File: config.mk
export PLATFORM = sky130hd
export DESIGN_NAME = des_key_schedule_flat
export DESIGN_NICKNAME = d
export VERILOG_FILES = /design/src/rtl/des_key_schedule_if.sv /design/src/rtl/des_key_schedule.sv /design/src/flat_wrapper.sv
export SDC_FILE = /design/constraint.sdc
export NUM_CORES = 1
export LEC_CHECK = 0
export BUFFER_PORTS_ARGS = -buffer_cell sky130_fd_sc_hd__buf_2
export CAP_MARGIN = 5
export CORE_MARGIN = 2
export CORE_UTILIZATION = 57
export CTS_CLUSTER_DIAMETER = 100
export DETAILED_ROUTE_END_ITERATION = 12
export GPL_ROUTABILITY_DRIVEN = 0
export MAX_ROUTING_LAYER = met4
export PLACE_DENSITY = 0.84
export RECOVER_POWER = 25
export SYNTH_ARGS = -nofsm -noshare
export SYNTH_HDL_FRONTEND = slang
export SYNTH_SLANG_ARGS = --single-unit
File: constraint.sdc
create_clock -name clk -period 2.83 [get_ports clk]
set_input_delay 0.566 -clock clk [delete_from_list [all_inputs] [get_ports clk]]
set_output_delay 0.566 -clock clk [all_outputs]
set_load 0.02 [all_outputs]
File: src/rtl/des_key_schedule_if.sv
// Handshake and data bundle between the key schedule and its control/consumer side.
// The slave modport is the schedule's view; master is the driving/consuming side.
interface des_key_schedule_if;
    logic        start;
    logic        decrypt;
    logic [55:0] key56;
    logic        busy;
    logic        subkey_valid;
    logic        subkey_ready;
    logic [47:0] subkey;
    logic [3:0]  round_idx;
    logic        done;

    modport master (
        output start, decrypt, key56, subkey_ready,
        input  busy, subkey_valid, subkey, round_idx, done
    );

    modport slave (
        input  start, decrypt, key56, subkey_ready,
        output busy, subkey_valid, subkey, round_idx, done
    );
endinterface

File: src/rtl/des_key_schedule.sv
// Sequential DES round-key generator: rotates the PC-1 halves step by step and streams
// one PC-2 subkey per handshake, in forward (K1..K16) or reverse (K16..K1) order.
module des_key_schedule (
    input  logic              clk,
    input  logic              rst_n,
    des_key_schedule_if.slave ks
);

    typedef enum logic [1:0] {IDLE, RUN, DONE} state_t;

    localparam int PC2 [0:47] = '{
        14, 17, 11, 24,  1,  5,  3, 28, 15,  6, 21, 10,
        23, 19, 12,  4, 26,  8, 16,  7, 27, 20, 13,  2,
        41, 52, 31, 37, 47, 55, 30, 40, 51, 45, 33, 48,
        44, 49, 39, 56, 34, 53, 46, 42, 50, 36, 29, 32
    };

    state_t      state, state_nxt;
    logic [27:0] c_reg, d_reg;
    logic [3:0]  n_reg;
    logic        mode_dec;
    logic        valid_int, busy_int, done_int;
    logic        handshake;
    logic [55:0] cd;
    logic [47:0] subkey_w;

    // Rounds 1, 2, 9 and 16 shift by one position, every other round by two.
    function automatic logic [1:0] shift_amt(input logic [3:0] idx);
        return (idx == 4'd0 || idx == 4'd1 || idx == 4'd8 || idx == 4'd15) ? 2'd1 : 2'd2;
    endfunction

    function automatic logic [27:0] rotl(input logic [27:0] x, input logic [1:0] amt);
        return (amt == 2'd1) ? {x[26:0], x[27]} : {x[25:0], x[27:26]};
    endfunction

    function automatic logic [27:0] rotr(input logic [27:0] x, input logic [1:0] amt);
        return (amt == 2'd1) ? {x[0], x[27:1]} : {x[1:0], x[27:2]};
    endfunction

    assign handshake = valid_int && ks.subkey_ready;

    always_ff @(posedge clk or negedge rst_n) begin
        if (!rst_n) state <= IDLE;
        else        state <= state_nxt;
    end

    always_comb begin
        state_nxt = state;
        case (state)
            IDLE:    if (ks.start) state_nxt = RUN;
            RUN:     if (handshake && n_reg == 4'd15) state_nxt = DONE;
            DONE:    state_nxt = IDLE;
            default: state_nxt = IDLE;
        endcase
    end

    always_comb begin
        valid_int = 1'b0;
        busy_int  = 1'b0;
        done_int  = 1'b0;
        case (state)
            RUN: begin
                valid_int = 1'b1;
                busy_int  = 1'b1;
            end
            DONE: begin
                busy_int = 1'b1;
                done_int = 1'b1;
            end
            default: ;
        endcase
    end

    // Decrypt starts at C16||D16, which equals C0||D0 because the forward shifts total 28,
    // and then walks backwards with right rotations; nothing beyond the current C/D is stored.
    always_ff @(posedge clk or negedge rst_n) begin
        if (!rst_n) begin
            c_reg    <= '0;
            d_reg    <= '0;
            n_reg    <= '0;
            mode_dec <= 1'b0;
        end else if (state == IDLE && ks.start) begin
            mode_dec <= ks.decrypt;
            n_reg    <= '0;
            c_reg    <= ks.decrypt ? ks.key56[55:28] : rotl(ks.key56[55:28], 2'd1);
            d_reg    <= ks.decrypt ? ks.key56[27:0]  : rotl(ks.key56[27:0], 2'd1);
        end else if (handshake && n_reg != 4'd15) begin
            n_reg <= n_reg + 4'd1;
            if (mode_dec) begin
                c_reg <= rotr(c_reg, shift_amt(4'd15 - n_reg));
                d_reg <= rotr(d_reg, shift_amt(4'd15 - n_reg));
            end else begin
                c_reg <= rotl(c_reg, shift_amt(n_reg + 4'd1));
                d_reg <= rotl(d_reg, shift_amt(n_reg + 4'd1));
            end
        end
    end

    assign cd = {c_reg, d_reg};

    // PC-2 uses FIPS numbering: position p of C||D is bit 56-p, output bit 1 lands on bit 47.
    for (genvar i = 0; i < 48; i++) begin : g_pc2
        assign subkey_w[47-i] = cd[56-PC2[i]];
    end

    assign ks.subkey       = subkey_w;
    assign ks.round_idx    = mode_dec ? (4'd15 - n_reg) : n_reg;
    assign ks.subkey_valid = valid_int;
    assign ks.busy         = busy_int;
    assign ks.done         = done_int;

endmodule

File: src/flat_wrapper.sv
// flat-port wrapper written by rule: the top's interface ports become plain ports
module des_key_schedule_flat 
  (clk, rst_n, ks_start, ks_decrypt, ks_key56, ks_subkey_ready, ks_busy, ks_subkey_valid, ks_subkey, ks_round_idx, ks_done);
  des_key_schedule_if ks_i ();
  input  logic clk;
  input  logic rst_n;
  input wire logic [$bits(ks_i.start)-1:0] ks_start;
  input wire logic [$bits(ks_i.decrypt)-1:0] ks_decrypt;
  input wire logic [$bits(ks_i.key56)-1:0] ks_key56;
  input wire logic [$bits(ks_i.subkey_ready)-1:0] ks_subkey_ready;
  output wire logic [$bits(ks_i.busy)-1:0] ks_busy;
  output wire logic [$bits(ks_i.subkey_valid)-1:0] ks_subkey_valid;
  output wire logic [$bits(ks_i.subkey)-1:0] ks_subkey;
  output wire logic [$bits(ks_i.round_idx)-1:0] ks_round_idx;
  output wire logic [$bits(ks_i.done)-1:0] ks_done;
  assign ks_i.start = ks_start;
  assign ks_i.decrypt = ks_decrypt;
  assign ks_i.key56 = ks_key56;
  assign ks_i.subkey_ready = ks_subkey_ready;
  assign ks_busy = ks_i.busy;
  assign ks_subkey_valid = ks_i.subkey_valid;
  assign ks_subkey = ks_i.subkey;
  assign ks_round_idx = ks_i.round_idx;
  assign ks_done = ks_i.done;
  des_key_schedule u_core (.clk(clk), .rst_n(rst_n), .ks(ks_i));
endmodule
Word-level counts from Yosys, hierarchy flattened
Index checks and enable logic that the tools add are counted.

Bits in registers: 63.

Multiplexer cells: 23. Reduce and logical (&&, ||, !) cells: 16. Eq/ne operators: 14. $add $sub $neg: 2.

Operators by type and width (number): 28-bit 2-to-1 mux (12); 4-bit equality test (second input constant) (5); 4-bit 2-to-1 mux (3); 4-bit by 1-bit equality test with 1-bit output (second input constant) (2); 4-bit logical NOT (2); 2-bit 2-to-1 mux (4); 2-bit by 1-bit equality test with 1-bit output (second input constant) (3); 1-bit logical OR (6); 4-bit by 1-bit adder with 4-bit output (second input constant) (1); 1-bit logical AND (4); 4-bit inequality test (second input constant) (1); 2-bit case mux with 2 select lines (1); 4-bit subtractor (first input constant) (1); 1-bit 2-to-1 mux (3); 2-bit equality test (second input constant) (1); 2-bit logical NOT (1); 2-bit by 1-bit inequality test with 1-bit output (second input constant) (1); 2-bit inequality test (second input constant) (1); 2-bit AND reduction (1); 2-bit nonzero test (1); 2-bit OR reduction (1).

Logic depth before layout (Yosys ltp)
Gate-level depths: netlist of the first run.

Depth in word-level cells: 11. Mapped depth: 9. Gate-level depth less buffers: 7.

Worst setup path after synthesis of the first run
No wires, ideal clock.

Path kind: register to register. Start: register u_core.n_reg[0]. End: register u_core.d_reg[27]. Data required time: 2.696 ns. Cell stages (with the launch flop): 9. Slack: 0.681 ns. Data arrival time: 2.016 ns. Clock period less this slack: 2.149 ns. Cells stage by stage: dfrtp_1 > inv_1 > ha_1 > a21o_4 > a21oi_4 > buf_6 > mux2_2 > a221oi_2 > o32ai_1.

Longest elaborated chain between the ends: 11.

RTL lines: start: declaration (line des_key_schedule.sv:20) `logic [3:0] n_reg;`; start signal: assignment (line des_key_schedule.sv:88) `n_reg <= n_reg + 4'd1;`; 4-bit by 1-bit adder with 4-bit output or 4-bit subtractor (tied branches) (line des_key_schedule.sv:94, des_key_schedule.sv:91); 4-bit by 1-bit equality test with 1-bit output or 4-bit logical NOT (tied branches) (line des_key_schedule.sv:29) `return (idx == 4'd0 || idx == 4'd1 || idx == 4'd8 || idx == 4'd15) ? 2'd1 : 2'd2;`; 1-bit logical OR (3 in a row) (line des_key_schedule.sv:29); 2-bit 2-to-1 mux (line des_key_schedule.sv:29); 2-bit by 1-bit equality test with 1-bit output, on equally long branches (line des_key_schedule.sv:33, des_key_schedule.sv:37); 28-bit 2-to-1 mux, on equally long branches (line des_key_schedule.sv:33, des_key_schedule.sv:37); 28-bit 2-to-1 mux (line des_key_schedule.sv:89) `if (mode_dec) begin`; 28-bit 2-to-1 mux (line des_key_schedule.sv:87) `end else if (handshake && n_reg != 4'd15) begin`; 28-bit 2-to-1 mux (line des_key_schedule.sv:82) `end else if (state == IDLE && ks.start) begin`; end signal: assignment (line des_key_schedule.sv:86) `d_reg <= ks.decrypt ? ks.key56[27:0] : rotl(ks.key56[27:0], 2'd1);`; end signal: assignment (line des_key_schedule.sv:91) `d_reg <= rotr(d_reg, shift_amt(4'd15 - n_reg));`; end signal: assignment (line des_key_schedule.sv:94) `d_reg <= rotl(d_reg, shift_amt(n_reg + 4'd1));`; end: declaration (line des_key_schedule.sv:19) `logic [27:0] c_reg, d_reg;`.

Parallel ways exist; a longest one is shown, timed or not. The select of a mux whose other input is x is not followed. A chain may end at the register's enable or synchronous reset.

Worst setup path in the final report of the first run
Start: register u_core.n_reg[0]. End: register u_core.c_reg[10].

Longest elaborated chain between the ends: 11.

RTL lines: 4-bit by 1-bit adder with 4-bit output or 4-bit subtractor (tied branches) (line des_key_schedule.sv:93, des_key_schedule.sv:90); 4-bit by 1-bit equality test with 1-bit output or 4-bit logical NOT (tied branches) (line des_key_schedule.sv:29); 1-bit logical OR (3 in a row) (line des_key_schedule.sv:29); 2-bit 2-to-1 mux (line des_key_schedule.sv:29); 2-bit by 1-bit equality test with 1-bit output, on equally long branches (line des_key_schedule.sv:33, des_key_schedule.sv:37); 28-bit 2-to-1 mux, on equally long branches (line des_key_schedule.sv:33, des_key_schedule.sv:37); 28-bit 2-to-1 mux (line des_key_schedule.sv:89); 28-bit 2-to-1 mux (line des_key_schedule.sv:87); 28-bit 2-to-1 mux (line des_key_schedule.sv:82); end signal: assignment (line des_key_schedule.sv:85) `c_reg <= ks.decrypt ? ks.key56[55:28] : rotl(ks.key56[55:28], 2'd1);`; end signal: assignment (line des_key_schedule.sv:90) `c_reg <= rotr(c_reg, shift_amt(4'd15 - n_reg));`; end signal: assignment (line des_key_schedule.sv:93) `c_reg <= rotl(c_reg, shift_amt(n_reg + 4'd1));`; end: declaration (line des_key_schedule.sv:19).

Parallel ways exist; a longest one is shown, timed or not. The select of a mux whose other input is x is not followed.

==> metrics.sh, run 1 <==
CTS_SETUP_BUFFERS=0
CRITICAL_PATH_CLASS='register to register'
DP_HPWL_MM=11.7
RELSLEWSLACK_PCT=-42.2
MAX-VDD-IR-DROP_V=0.000578
NUMBER_OF_ANTENNA_VIOLATIONS_AT_THE_FIRST_CHECK_IN_GLOBAL_ROUTING=0
SETUP_TNS_PS=0
POWER-PER-CELL-AREA_mW_PER_MM2=1310
DRT_PRE_ANTENNA_ITERS=5
CLK_LATENCY_PS=370
POWER_FRAC_SEQ_PCT=25.9
VIOLATIONS_IN_THE_FINAL_REPORTS='max-capacitance violations, max-slew violations'
OUTCOME='complete, but fails checks'
FINAL.PERIOD_UTILIZATION_PCT=85.6
TIMING.CRITICAL_PATH.SLOWEST_CELL_DELAY_PS=570
POSTSYNTH.ASYNCRESETSHARE_PCT=100
CLOCK_TREE.ROOT_CELL='sky130_fd_sc_hd__clkbuf_8'
POST_DRT_VIA_CELL_RATIO=6.58
YOSYSWARNINGCOUNT=0
CLK_PIN_SLEW_WORST_PATHS_PS=70
CRITICAL_PATH_PEAK_FANOUT=56
TOTAL_LEAKAGE_POWER_nW=2.84
FINALNONFILLERCELLS=922
GLOBAL_ROUTE.USAGE.MET3_PCT=5.01
FLOORPLAN.DIE_AREA_MM2=0.0111
CTS_TREE='yes'
SYNTH-SEQ-AREA-SHARE_PCT=26.8
PLACEMENT.IO_BUFFERS=115
INITIAL_CORE_UTILIZATION_PCT=57.7
GRT.MET1_USAGE_PCT=41.0
TOP_FLIP_FLOP_CELL_BY_INSTANCE_COUNT_AFTER_SYNTHESIS='sky130_fd_sc_hd__dfrtp_1'
LAYOUT.AREA.SEQ_MM2=0.00158
DETAIL_ROUTE.DRC_VIOLATIONS=0
SYNTH_CELL_TYPES=46
ACHIEVABLE-FREQUENCY_MHz=413
HOLD_VIOL=0
GRT_FIRST_PASS_WIRELENGTH_MM=28.2
START_KIND='register'
DR_TOTAL_VIAS=6071
NETLIST_INSTANCES=746
MET2_USAGE_PCT=50.5
SWITCHING_SHARE_PCT=53.9
SYNTH_EDF_COUNT=0
SETUP-VIOLATIONS-FINAL=0
POWER.SWITCHING_mW=4.49
CTS_REPAIR_RESIZED_INSTS=0
INTERNAL-POWER_mW=3.84
SYN_AREA_PER_CELL_UM2=7.87
CRIT_END_ELEMENT='register'
GRT_START_MAX_NET_PINS=76
LAYOUT-DRIVE-GT1-SHARE_PCT=25.2
IOPINCOUNT=116
PLACED_CELLS=906
AREA_USED_BY_MULTI_INPUT_COMBINATIONAL_LOGIC_MM2=0.00357
FINAL.HOLD.WORST_SLACK_PS=537
TIMING.CLOCK.SKEW_PS=10.1
TIMING.MAX_CAP.VIOLATIONS=1
HTREEDEPTH=3
WORSTPATHARRIVAL_PS=2710
TIGHTEST_SLEW_PS=2130
CTS-BUFFERS-INSERTED=9
SYNTH_AREA_MM2=0.00587
CLOCK-SINKS=63
GLOBAL_ROUTE.OVERFLOW_TOTAL=0
NUMBER_OF_NETS_IN_THE_SYNTHESIZED_NETLIST=815
CTSLONGESTPATHBUFFERS=2
NUM-NETS-FINAL=850
CRITICAL_PATH.CELL_CHAIN='ha_1, nor4b_1, a311o_2, buf_12, nand2_1, o22ai_1'
FP-ROW-COUNT=37
FILLERINSTANCES=888
GRT_USAGE_PCT=32.3
YS_FF_LATCH=63
CTS_HOLD_REPAIR.BUFFERS=0
CLOCK_POWER_SHARE_PCT=10.4
POWER.SHARE.COMBINATIONAL_PCT=63.7
FP.DIEH_UM=106
WORSTPATHREQUIRED_PS=3120
ROUTED_WIRELENGTH_MM=17.5
TIMING.FINAL.CRIT_PERIOD_PS=2420
GRT.BUSIEST_LAYER='met2'
WORSTHOLDPATHTYPE='input port to register'
TIMING.FINAL.MAX_SLEW_VIOLATIONS=36
SYN2LAYOUT_AREA_GROWTH_PCT=8.03
SETUP_REPAIR_AFTER_GLOBAL_ROUTING_MISSED_ITS_MARGIN='no'
VIA_COUNT_OF_THE_FIRST_GLOBAL_ROUTING_PASS=5714
AREA_OF_THE_CORE_REGION_MM2=0.0102
DIEWIDTH_UM=106
N_ANTENNA_CELL=0
POST_DRT_WL_PER_CELL_UM=19.0
ANTENNA_VIOLATING_NETS_POST_ROUTE=0
WORST_PATH_MAX_DELAY_CELL='sky130_fd_sc_hd__nor4b_1'
DR_ITER_0_VIOLS=628
-- cell families after synthesis --
| family | Yosys count | share of synthesized area, % |
|---|---|---|
| AOI/OAI and AO/OA | 194 | 24.7 |
| xor gates and xnor gates | 8 | 1.19 |
| adders and majority gates | 8 | 1.70 |
| buffers and inverters | 121 | 12.7 |
| DFF | 63 | 26.8 |
| muxes | 69 | 12.2 |
| and+or+nand+nor | 283 | 20.7 |
-- layer usage --
layer	wire length, um	vias to the layer above
met3	1800	60
met2	8320	407
met4	543	0
met1	6820	2852
li1	-	2752
met5	0	-
-- power by group through the flow --
| stage | Sequential (mW) | Clock [mW] | Combinational [mW] |
|---|---|---|---|
| final | 2.16 | 0.865 | 5.30 |
| after global routing | 2.22 | 0.903 | 5.73 |
| after CTS | 2.11 | 0.861 | 5.22 |
| after detailed placement | 2.12 | 0 | 5.21 |
| after global placement | 2.10 | 0 | 5.01 |
| after floorplan | 1.79 | 0 | 4.57 |
-- final timing paths --
kind,startpoint,endpoint,slack [ps],cells past startpoint
worst max register to register,u_core.n_reg[0]$_DFFE_PN0P_,u_core.c_reg[10]$_DFFE_PN0P_,410,6
worst max-delay path,u_core.n_reg[0]$_DFFE_PN0P_,u_core.c_reg[10]$_DFFE_PN0P_,410,6
worst min-delay path,ks_key56[1],u_core.d_reg[1]$_DFFE_PN0P_,540,3
worst min register to register,u_core.c_reg[1]$_DFFE_PN0P_,u_core.c_reg[1]$_DFFE_PN0P_,630,2
max in group asynchronous,rst_n,u_core.mode_dec$_DFFE_PN0P_,650,1
min in group asynchronous,rst_n,u_core.c_reg[24]$_DFFE_PN0P_,810,1
-- worst max-delay path, delay by kind of cell (launching register included) --
family	cells	cell delay, ps
simple gates	2	800
compound gates	2	480
flops	1	450
fa+ha+maj	1	310
buf+inv	1	250
-- through the flow --
| step | setup WS, ps | area (um^2) | util (%) | total power, mW |
|---|---|---|---|---|
| after CTS | 447 | 6350 | 62.3 | 8.19 |
| after floorplan | 681 | 5870 | - | 6.36 |
| after detailed placement | 453 | 6140 | 60.3 | 7.33 |
| final | 409 | 6350 | 62.3 | 8.32 |
| after global placement | 580 | 6140 | 60.3 | 7.11 |
| after global routing | 247 | 6350 | 62.3 | 8.86 |
-- cells in the final DEF (no fill, tap or decap), types with 4 or more instances in the layout --
master,Yosys,routed
sky130_fd_sc_hd__a211oi_1,12,12
sky130_fd_sc_hd__a221oi_1,5,5
sky130_fd_sc_hd__a2bb2oi_1,9,9
sky130_fd_sc_hd__a31o_1,12,12
sky130_fd_sc_hd__a31o_2,21,21
sky130_fd_sc_hd__a31oi_1,35,35
sky130_fd_sc_hd__buf_2,11,114
sky130_fd_sc_hd__buf_4,58,22
sky130_fd_sc_hd__clkbuf_8,0,12
sky130_fd_sc_hd__dfrtp_1,63,62
sky130_fd_sc_hd__ha_1,8,8
sky130_fd_sc_hd__inv_1,4,4
sky130_fd_sc_hd__mux2_2,9,9
sky130_fd_sc_hd__mux2i_1,57,57
sky130_fd_sc_hd__nand2_1,114,113
sky130_fd_sc_hd__nand3_1,14,14
sky130_fd_sc_hd__nand4_1,6,6
sky130_fd_sc_hd__nor2_1,84,84
sky130_fd_sc_hd__nor2b_1,9,9
sky130_fd_sc_hd__nor3_1,46,46
sky130_fd_sc_hd__o211a_1,5,5
sky130_fd_sc_hd__o21ai_0,33,33
sky130_fd_sc_hd__o22ai_1,10,10
sky130_fd_sc_hd__o31ai_1,23,23
sky130_fd_sc_hd__o32ai_1,16,16
sky130_fd_sc_hd__or3_1,4,4
sky130_fd_sc_hd__xor2_1,5,5
-- synth_stat cells (6+ instances only) --
cell	number	area share, %
sky130_fd_sc_hd__a2bb2oi_1	9	1.3
sky130_fd_sc_hd__o22ai_1	10	1.1
sky130_fd_sc_hd__nor2b_1	9	0.96
sky130_fd_sc_hd__mux2_2	9	1.7
sky130_fd_sc_hd__nor2_1	84	5.4
sky130_fd_sc_hd__nand4_1	6	0.64
sky130_fd_sc_hd__nor3_1	46	3.9
sky130_fd_sc_hd__buf_2	11	0.94
sky130_fd_sc_hd__nand3_1	14	1.2
sky130_fd_sc_hd__dfrtp_1	63	27
sky130_fd_sc_hd__clkbuf_1	37	2.4
sky130_fd_sc_hd__o21ai_0	33	2.8
sky130_fd_sc_hd__o31ai_1	23	2.9
sky130_fd_sc_hd__a31o_2	21	3.1
sky130_fd_sc_hd__o32ai_1	16	2.4
sky130_fd_sc_hd__a211oi_1	12	1.5
sky130_fd_sc_hd__ha_1	8	1.7
sky130_fd_sc_hd__buf_4	58	7.4
sky130_fd_sc_hd__a31o_1	12	1.8
sky130_fd_sc_hd__nand2_1	114	7.3
sky130_fd_sc_hd__mux2i_1	57	9.7
sky130_fd_sc_hd__a31oi_1	35	3.7
-- area by class of cell --
type / count / area share [%]
inverters: 4 / 0.237
clock buffers: 13 / 2.66
well taps: 136 / 2.68
repair buffers: 141 / 12.7
multi-input cells: 562 / 56.2
clock inverters: 3 / 0.631
flip-flops and latches: 63 / 24.9
No activity file was read; power rests on OpenSTA's default activity.
==> run 2: changes to the inputs <==
--- a/config.mk
+++ b/config.mk
@@ -13,8 +13,9 @@
 export DETAILED_ROUTE_END_ITERATION = 12
 export GPL_ROUTABILITY_DRIVEN = 0
 export MAX_ROUTING_LAYER = met4
-export PLACE_DENSITY = 0.84
+export PLACE_DENSITY = 0.82
 export RECOVER_POWER = 25
+export SLEW_MARGIN = 20
 export SYNTH_ARGS = -nofsm -noshare
 export SYNTH_HDL_FRONTEND = slang
 export SYNTH_SLANG_ARGS = --single-unit
==> run 2 against run 1 <==
  * The run still ends with max-capacitance violations, max-slew violations left
  * Maximum frequency fell by 6.6%
  * Utilization rose by 0.22 points
  * Power fell by 0.52%
  * Global-route usage rose by 0.44 points
  * Hold slack got worse by 3.5 ps
  * Count of clock-buffer cells in the layout did not move
  * Sequential power barely moved
  * Non-clock buffer count rose by 3
  * Sequential cell count did not move
  * Clock power fell by 2%
  * Die area did not move
  * Via count rose by 0.23%
  * Largest cell class unchanged
==> metrics.sh, run 2 (synthesis gave the netlist of run 1 again) <==
DR_ITER_0_VIOLS=345  # -45%
CTS_HOLD_REPAIR.BUFFERS=0  # unchanged
MAX-VDD-IR-DROP_V=0.000779  # +35%
NUMBER_OF_ANTENNA_VIOLATIONS_AT_THE_FIRST_CHECK_IN_GLOBAL_ROUTING=0  # unchanged
POWER-PER-CELL-AREA_mW_PER_MM2=1300  # -0.87%
CTS-BUFFERS-INSERTED=9  # unchanged
CRITICAL_PATH.CELL_CHAIN='inv_1, ha_1, a21o_4, a21oi_4, buf_4, nand2_1, a31o_2, o31ai_1'
RELSLEWSLACK_PCT=-35.4  # +6.7 points
POWER.SWITCHING_mW=4.46  # -0.49%
VIA_COUNT_OF_THE_FIRST_GLOBAL_ROUTING_PASS=5960  # +4.3%
SETUP_REPAIR_AFTER_GLOBAL_ROUTING_MISSED_ITS_MARGIN='no'
WORSTHOLDPATHTYPE='input port to register'
DETAIL_ROUTE.DRC_VIOLATIONS=0  # unchanged
LAYOUT.CELLS.MOST_COMMON='sky130_fd_sc_hd__buf_2'
DRT_PRE_ANTENNA_ITERS=5  # unchanged
FINALPOWER_mW=8.28  # -0.52%
FP-ROW-COUNT=37  # unchanged
CTSLONGESTPATHBUFFERS=2  # unchanged
POST_DRT_VIA_CELL_RATIO=6.58  # about the same
FINAL.PERIOD_UTILIZATION_PCT=91.7  # +6.1 points
DP_HPWL_MM=12.1  # +3.5%
CLOCK_TREE.ROOT_CELL='sky130_fd_sc_hd__clkbuf_8'
TIMING.MAX_CAP.VIOLATIONS=1  # unchanged
CLK_PIN_SLEW_WORST_PATHS_PS=70  # about the same
CRIT_END_ELEMENT='register'
CTS_REPAIR_RESIZED_INSTS=0  # unchanged
LAYOUT-DRIVE-GT1-SHARE_PCT=25.5  # +0.28 points
LAYOUT.CORE_UTILIZATION_PCT=62.5  # +0.22 points
VIOLATIONS_IN_THE_FINAL_REPORTS='max-capacitance violations, max-slew violations'
INITIAL_CORE_UTILIZATION_PCT=57.7  # unchanged
CTS_TREE='yes'
GRT_FIRST_PASS_WIRELENGTH_MM=29.0  # +2.6%
WORSTPATHREQUIRED_PS=3070  # -50 ps
N_ANTENNA_CELL=0  # unchanged
FILLERINSTANCES=916  # +3.2%
CLK_LATENCY_PS=360  # about the same
SYN2LAYOUT_AREA_GROWTH_PCT=8.41
ANTENNA_VIOLATING_NETS_POST_ROUTE=0  # unchanged
GRT_USAGE_PCT=32.8  # +0.44 points
TIMING.CLOCK.SKEW_PS=10.0  # -0.0706 ps
SETUP_TNS_PS=0  # unchanged
CLOCK-SINKS=63  # unchanged
POWER.SHARE.COMBINATIONAL_PCT=63.3  # -0.4 points
FINAL.HOLD.WORST_SLACK_PS=534  # -3.55 ps
GLOBAL_ROUTE.OVERFLOW_TOTAL=0  # unchanged
CLOCK_POWER_SHARE_PCT=10.3  # about the same
AREA_OF_THE_CORE_REGION_MM2=0.0102  # unchanged
TIMING.CRITICAL_PATH.SLOWEST_CELL_DELAY_PS=480  # -90 ps
TIMING.FINAL.MAX_SLEW_VIOLATIONS=34  # -5.6%
CTS_SETUP_BUFFERS=0  # unchanged
SWITCHING_SHARE_PCT=53.9  # about the same
DIEWIDTH_UM=106  # unchanged
POWER_FRAC_SEQ_PCT=26.4  # +0.5 points
IOPINCOUNT=116  # unchanged
CRITICAL_PATH_PEAK_FANOUT=24  # -57%
DR_TOTAL_VIAS=6085  # +0.23%
GRT_START_MAX_NET_PINS=48  # -37%
FP.DIEH_UM=106  # unchanged
START_KIND='register'
CRITICAL_PATH_CLASS='register to register'
HOLD_VIOL=0  # unchanged
INTERNAL-POWER_mW=3.82  # -0.56%
TOTAL_LEAKAGE_POWER_nW=2.86  # +0.53%
WORSTPATHARRIVAL_PS=2840  # +130 ps
NUM-NETS-FINAL=853  # +0.35%
PLACEMENT.IO_BUFFERS=115  # unchanged
TIMING.FINAL.CRIT_PERIOD_PS=2590  # +172 ps
SETUP-VIOLATIONS-FINAL=0  # unchanged
POST_DRT_WL_PER_CELL_UM=19.1  # +0.64%
ROUTED_WIRELENGTH_MM=17.7  # +0.97%
CRIT_PATH_BUF_INV_COUNT=2  # +1
ACHIEVABLE-FREQUENCY_MHz=386  # -6.6%
OUTCOME='complete, but fails checks'
LAYOUT_COMMON_CELLS='114 x sky130_fd_sc_hd__buf_2, 113 x sky130_fd_sc_hd__nand2_1, 84 x sky130_fd_sc_hd__nor2_1'
TIGHTEST_SLEW_PS=2030  # -101 ps
FLOORPLAN.DIE_AREA_MM2=0.0111  # unchanged
WORST_PATH_MAX_DELAY_CELL='sky130_fd_sc_hd__dfrtp_1'
CRITICAL-PATH-TOP-DELAY-FAMILY='compound AO/OA/AOI/OAI gates'
HTREEDEPTH=3  # unchanged
-- run 2: worst register-to-register path: stages, from the launching register on --
cell	delay (ps)
sky130_fd_sc_hd__dfrtp_1	480
sky130_fd_sc_hd__inv_1	130
sky130_fd_sc_hd__ha_1	300
sky130_fd_sc_hd__a21o_4	290
sky130_fd_sc_hd__a21oi_4	320
sky130_fd_sc_hd__buf_4	350
sky130_fd_sc_hd__nand2_1	100
sky130_fd_sc_hd__a31o_2	230
sky130_fd_sc_hd__o31ai_1	280
-- run 2: path summary, 6_finish.rpt --
path | startpoint | end | slack, ps | cells past startpoint
max | u_core.n_reg[0]$_DFFE_PN0P_ | u_core.c_reg[1]$_DFFE_PN0P_ | 240 | 8
min | ks_key56[7] | u_core.d_reg[7]$_DFFE_PN0P_ | 530 | 3
max reg2reg | u_core.n_reg[0]$_DFFE_PN0P_ | u_core.c_reg[1]$_DFFE_PN0P_ | 240 | 8
min reg2reg | u_core.d_reg[2]$_DFFE_PN0P_ | u_core.d_reg[2]$_DFFE_PN0P_ | 620 | 2
max in group asynchronous | rst_n | u_core.c_reg[0]$_DFFE_PN0P_ | 710 | 2
min in group asynchronous | rst_n | u_core.c_reg[15]$_DFFE_PN0P_ | 780 | 1
-- run 2: final cells by class --
class	instances	area (um^2)	share of cell area (%)
clock buffer	13	169	2.65
sequential	63	1580	24.8
clock inverter	3	40.0	0.629
tap	136	170	2.67
inverter	4	15.0	0.236
multi-input combinational	562	3570	56.1
timing repair buffer	144	827	13.0
-- run 2: routing by layer --
layer | GRT usage, % | part of all wire, % | vias to the layer above | wire, um
met5 | - | 0 | - | 0
met4 | 15.7 | 3.2 | 0 | 570
met3 | 6.68 | 9.7 | 59 | 1720
met2 | 51.7 | 48 | 387 | 8410
met1 | 40.4 | 39 | 2891 | 6960
li1 | - | - | 2748 | -
-- run 2: through the flow --
stage	cell area [um^2]	instances	setup WS (ps)
floorplan	5870	746	681
global placement	6160	909	497
detailed placement	6160	909	325
CTS	6370	925	274
global route	6370	925	123
finish	6370	925	236
-- run 2: power by group through the flow --
stage	sequential [mW]	clock (mW)	combinational (mW)
after floorplan	1.79	0	4.57
after global placement	2.13	0	4.98
after detailed placement	2.15	0	5.16
after CTS	2.14	0.856	5.17
after global routing	2.25	0.891	5.69
final	2.19	0.849	5.25
